`config.mk`:
```
export PLATFORM = sky130hd
export DESIGN_NAME = spi_fsm
export DESIGN_NICKNAME = d
export VERILOG_FILES = /design/src/rtl/spi_fsm.sv
export SDC_FILE = /design/constraint.sdc
export NUM_CORES = 1
export LEC_CHECK = 0
export BUFFER_PORTS_ARGS = -buffer_cell sky130_fd_sc_hd__buf_2
export CORE_MARGIN = 10
export CORE_UTILIZATION = 45
export DETAILED_ROUTE_END_ITERATION = 10
export MAX_ROUTING_LAYER = met4
export PLACE_DENSITY = 0.75
export SYNTH_ARGS = -nofsm -noshare
export SYNTH_HDL_FRONTEND = slang
export SYNTH_SLANG_ARGS = --single-unit
```
`constraint.sdc`:
```
create_clock -name clk -period 4.5 [get_ports clk]
set_clock_uncertainty 0.15 [all_clocks]
set_input_delay 0.9 -clock clk [delete_from_list [all_inputs] [get_ports clk]]
set_output_delay 0.9 -clock clk [all_outputs]
set_load 0.05 [all_outputs]
```
`src/rtl/spi_fsm.sv`:
```
// SPI memory-slave transaction controller: counts conditioned SCLK edges, decodes the
// address byte's R/W bit and issues single-cycle strobes to address latch, memory and shifter.
module spi_fsm #(
  parameter int unsigned WIDTH            = 8,
  parameter int unsigned READ_WAIT_CYCLES = 1
) (
  input  logic             clk,
  input  logic             resetN,
  input  logic             chipSelect,
  input  logic             sclkPosEdge,
  input  logic             sclkNegEdge,
  input  logic [WIDTH-1:0] shiftRegOut,
  output logic             addrWe,
  output logic             dmWe,
  output logic             srWe,
  output logic             misoBufe,
  output logic             busy
);

  localparam int unsigned CntW = $clog2(WIDTH + 1);
  localparam logic [CntW-1:0] CntLast  = CntW'(WIDTH - 1);
  localparam logic [2:0]      WaitLast = 3'(READ_WAIT_CYCLES - 1);

  typedef enum logic [3:0] {
    StIdle,
    StGetAddr,
    StGotAddr,
    StReadWait,
    StReadLoad,
    StReadShift,
    StWriteGet,
    StWriteStore,
    StDone
  } state_e;

  state_e          state_q, state_d;
  logic [CntW-1:0] cnt_q, cnt_d;
  logic [2:0]      wait_q, wait_d;

  // Only the R/W flag of the address byte is inspected here.
  logic unused_sr;
  assign unused_sr = ^shiftRegOut[WIDTH-1:1];

  always_comb begin
    state_d = state_q;
    cnt_d   = cnt_q;
    wait_d  = wait_q;
    case (state_q)
      StIdle: begin
        if (!chipSelect) state_d = StGetAddr;
      end
      StGetAddr: begin
        if (sclkPosEdge) begin
          if (cnt_q == CntLast) state_d = StGotAddr;
          else                  cnt_d   = cnt_q + CntW'(1);
        end
      end
      StGotAddr: begin
        state_d = shiftRegOut[0] ? StReadWait : StWriteGet;
      end
      StReadWait: begin
        if (wait_q == WaitLast) state_d = StReadLoad;
        else                    wait_d  = wait_q + 3'd1;
      end
      StReadLoad: begin
        state_d = StReadShift;
      end
      StReadShift: begin
        if (sclkNegEdge) begin
          if (cnt_q == CntLast) state_d = StDone;
          else                  cnt_d   = cnt_q + CntW'(1);
        end
      end
      StWriteGet: begin
        if (sclkPosEdge) begin
          if (cnt_q == CntLast) state_d = StWriteStore;
          else                  cnt_d   = cnt_q + CntW'(1);
        end
      end
      StWriteStore: begin
        state_d = StDone;
      end
      StDone: begin
        state_d = StDone;
      end
      default: begin
        state_d = StIdle;
      end
    endcase

    // CS deassertion aborts from anywhere, ahead of every other transition.
    if (state_q != StIdle && chipSelect) state_d = StIdle;

    if (state_d != state_q) begin
      cnt_d  = '0;
      wait_d = '0;
    end
  end

  // Outputs are registered alongside the state so they decode the state held this cycle.
  always_ff @(posedge clk) begin
    if (!resetN) begin
      state_q  <= StIdle;
      cnt_q    <= '0;
      wait_q   <= '0;
      addrWe   <= 1'b0;
      dmWe     <= 1'b0;
      srWe     <= 1'b0;
      misoBufe <= 1'b0;
      busy     <= 1'b0;
    end else begin
      state_q  <= state_d;
      cnt_q    <= cnt_d;
      wait_q   <= wait_d;
      addrWe   <= (state_d == StGotAddr);
      dmWe     <= (state_d == StWriteStore);
      srWe     <= (state_d == StReadLoad);
      misoBufe <= (state_d == StReadShift);
      busy     <= (state_d != StIdle);
    end
  end

endmodule
```
==> flow_summary.yaml <==
detailed_routing:
  routedWlPerCell_um: 13.0
  routed_via_density: 5.46
  drtIter0Drc: 31
  vias: 808
  drt_first_pass_iters: 4
  final_antenna_net_count: 0
  drc: 0
  routed_wl_um: 1930
clock_network:
  cts_setup_buffers: 0
  cts.path.max_buffers: 2
  post_cts_resized: 0
  h-tree-depth: 1
  cts_root_buf: "clkbuf_4"
  clk_pin_slew_ns: 0.09
  numClockSinks: 16
  hold_buffers: 0
  cts_tree: "yes"
  cts_buffers: 3
  clk_latency_ns: 0.29
worst_hold_path:
  hold_path.class: "reg -> reg"
setup_path:
  setup.worst_path.end_class: "flop"
  path_buf_inv: 0
  slowest_delay_ns: 0.59
  crit_chain: "or3b_1 -> or3_1 -> o2111ai_4 -> nand2_4 -> o21ai_4 -> nor2_1"
  crit_path_top_delay_cell: "dfxtp_1"
  cp.arrival_ns: 2.26
  crit_required_ns: 4.53
  worst_setup_path_start_kind: "flop"
  cp_top_family: "simple AND/OR/NAND/NOR gates"
  path_max_fanout: 14
  path_class: "reg -> reg"
global_route:
  antenna_found_initial: 0
  first_global_vias: 736
  gr-total-overflow: 0
  grt_usage_pct: 9.76
  grt_pass1_wl_um: 3260
  grt_max_degree: 15
yosys:
  syn-cell-area_um2: 945
  postSynthAreaPerCell_um2: 8.43
  netlist_instances: 112
  synth-warning-count: 0
  synth-main-ff-cell: "dfxtp_1"
  synth_nets: 128
  yosysUniqueCellTypes: 41
  async_flop_share_pct: 0
  synth-edff-count: 0
  ys_seq_elements: 16
  ys_seq_area_share_pct: 33.9
die:
  io_pins: 18
  dieArea_um2: 4330
  num_rows: 16
  die_x_um: 65.8
  coreArea_um2: 1980
  start_util_pct: 47.7
  dieHeight_um: 65.8
sta:
  timing.final.crit_share_pct: 49.6
  final_hold_viol_count: 0
  worstMarginPinSlew_ns: 0.524
  max_freq_mhz: 448
  final-max-slew-violation-count: 0
  setup_viol: 0
  fin_tns_setup_ns: 0
  rsz0062_at_grt: "false"
  period_minus_slack_ns: 2.23
  slew_headroom_pct: 65.0
cells_and_area:
  stdcell_area_um2: 1040
  areaGrowthSynthToFinish_pct: 10.2
  nNetsFinal: 138
  drive_gt1_share_pct: 14.9
  diodes: 0
  n_fill_cell: 201
  utilization_pct: 52.5
pwr:
  power.total_mw: 0.280
  p_per_area_nw_per_um2: 269
  leakage_nw: 0.428
  ir_worst_vdd_mv: 0.168
place:
  post-dp-hpwl_um: 1510
  gp_congestion: 0.946
  placed_area_um2: 1000
  port_buffers: 10
flow_run:
  maxCapViolations: 0
status:
  outcome: "complete, no violations"
==> logic make-up after synthesis <==
group,after synthesis,synth area share (%)
AO/OA/AOI/OAI,24,20.7
XOR/XNOR,5,4.64
adder cells (fa/ha/maj),4,5.03
buffers and inverters,13,5.70
flip-flops,16,33.9
multiplexers,3,3.18
AND/OR/NAND/NOR,47,26.9
==> registers in the layout (all words and copies together), names as in the netlist <==
register / count
addrWe: 1
busy: 1
cnt_q: 4
dmWe: 1
misoBufe: 1
srWe: 1
state_q: 4
wait_q: 3
==> where the power goes <==
part | leakage, nW | switching [mW] | total, mW | internal, mW
registers | 0.129 | 0.00436 | 0.148 | 0.144
logic | 0.278 | 0.0230 | 0.0375 | 0.0144
clock network | 0.0210 | 0.0451 | 0.0945 | 0.0493
==> metal layers <==
layer	GRT usage (%)	wire, um	vias up
met5	-	0	-
met4	5.61	40	0
met3	2.88	109	5
met2	15.1	901	19
met1	10.9	876	375
li1	-	-	409
==> cell usage in the layout, fill, tap and decap left out, types with 2 or more instances in the layout <==
cell type   n
nor2_1     16
xnor2_1     3
nor3_1      4
and3_1      2
nand2b_1    3
buf_2      10
o21ai_0     3
o21ai_1     2
clkbuf_4    3
dfxtp_1    16
xor2_1      2
a21oi_1     4
nand2_1     6
nand3_1     2
mux2i_1     3
inv_1       8
and3b_1     3
a211oi_1    2
ha_1        3
nor2b_1     4
==> path summary, 6_finish.rpt <==
check	start	end	slack, ns	cells past startpoint
setup / recovery	state_q[1]$_SDFF_PN0_	wait_q[1]$_SDFFE_PP0P_	2.27	6
hold / removal	wait_q[2]$_SDFFE_PP0P_	wait_q[2]$_SDFFE_PP0P_	0.39	2
setup reg to reg	state_q[1]$_SDFF_PN0_	wait_q[1]$_SDFFE_PP0P_	2.27	6
hold reg to reg	wait_q[2]$_SDFFE_PP0P_	wait_q[2]$_SDFFE_PP0P_	0.39	2
==> cells in the mapped netlist (2+ instances only) <==
master     n  area, um2
dfxtp_1   16        320
nor2_1    16       60.1
inv_1      8       30.0
nand2_1    6       22.5
a21oi_1    4       20.0
buf_2      4       20.0
nor2b_1    4       25.0
nor3_1     4       20.0
and3b_1    3       26.3
ha_1       3       37.5
mux2i_1    3       30.0
nand2b_1   3       18.8
o21ai_0    3       15.0
xnor2_1    3       26.3
a211oi_1   2       15.0
and3_1     2       12.5
nand3_1    2       10.0
o21ai_1    2       10.0
xor2_1     2       17.5
==> area by class of cell <==
cell class | instances | area, um2 | share of cell area, %
tap | 27 | 33.8 | 3.25
timing repair buffer | 10 | 50.0 | 4.81
multi-input combinational | 83 | 571 | 54.8
sequential | 16 | 320 | 30.8
inverter | 8 | 30.0 | 2.88
clock buffer | 4 | 36.3 | 3.49
==> worst reg2reg max path: cells and delay by family, from the launching register on <==
kind / cells / cell delay (ns)
flops: 1 / 0.59
simple gates: 4 / 1.00
compound gates: 2 / 0.38
==> metrics by stage <==
stage | hold WS (ns) | worst slack (ns) | instances
finish | 0.394 | 2.27 | 148
global route | 0.437 | 2.13 | 148
CTS | 0.397 | 2.27 | 148
detailed placement | 0.374 | 2.10 | 144
global placement | 0.355 | 2.16 | 144
floorplan | 0.338 | 2.41 | 112
Note: power is estimated with default switching activity, not from simulation.
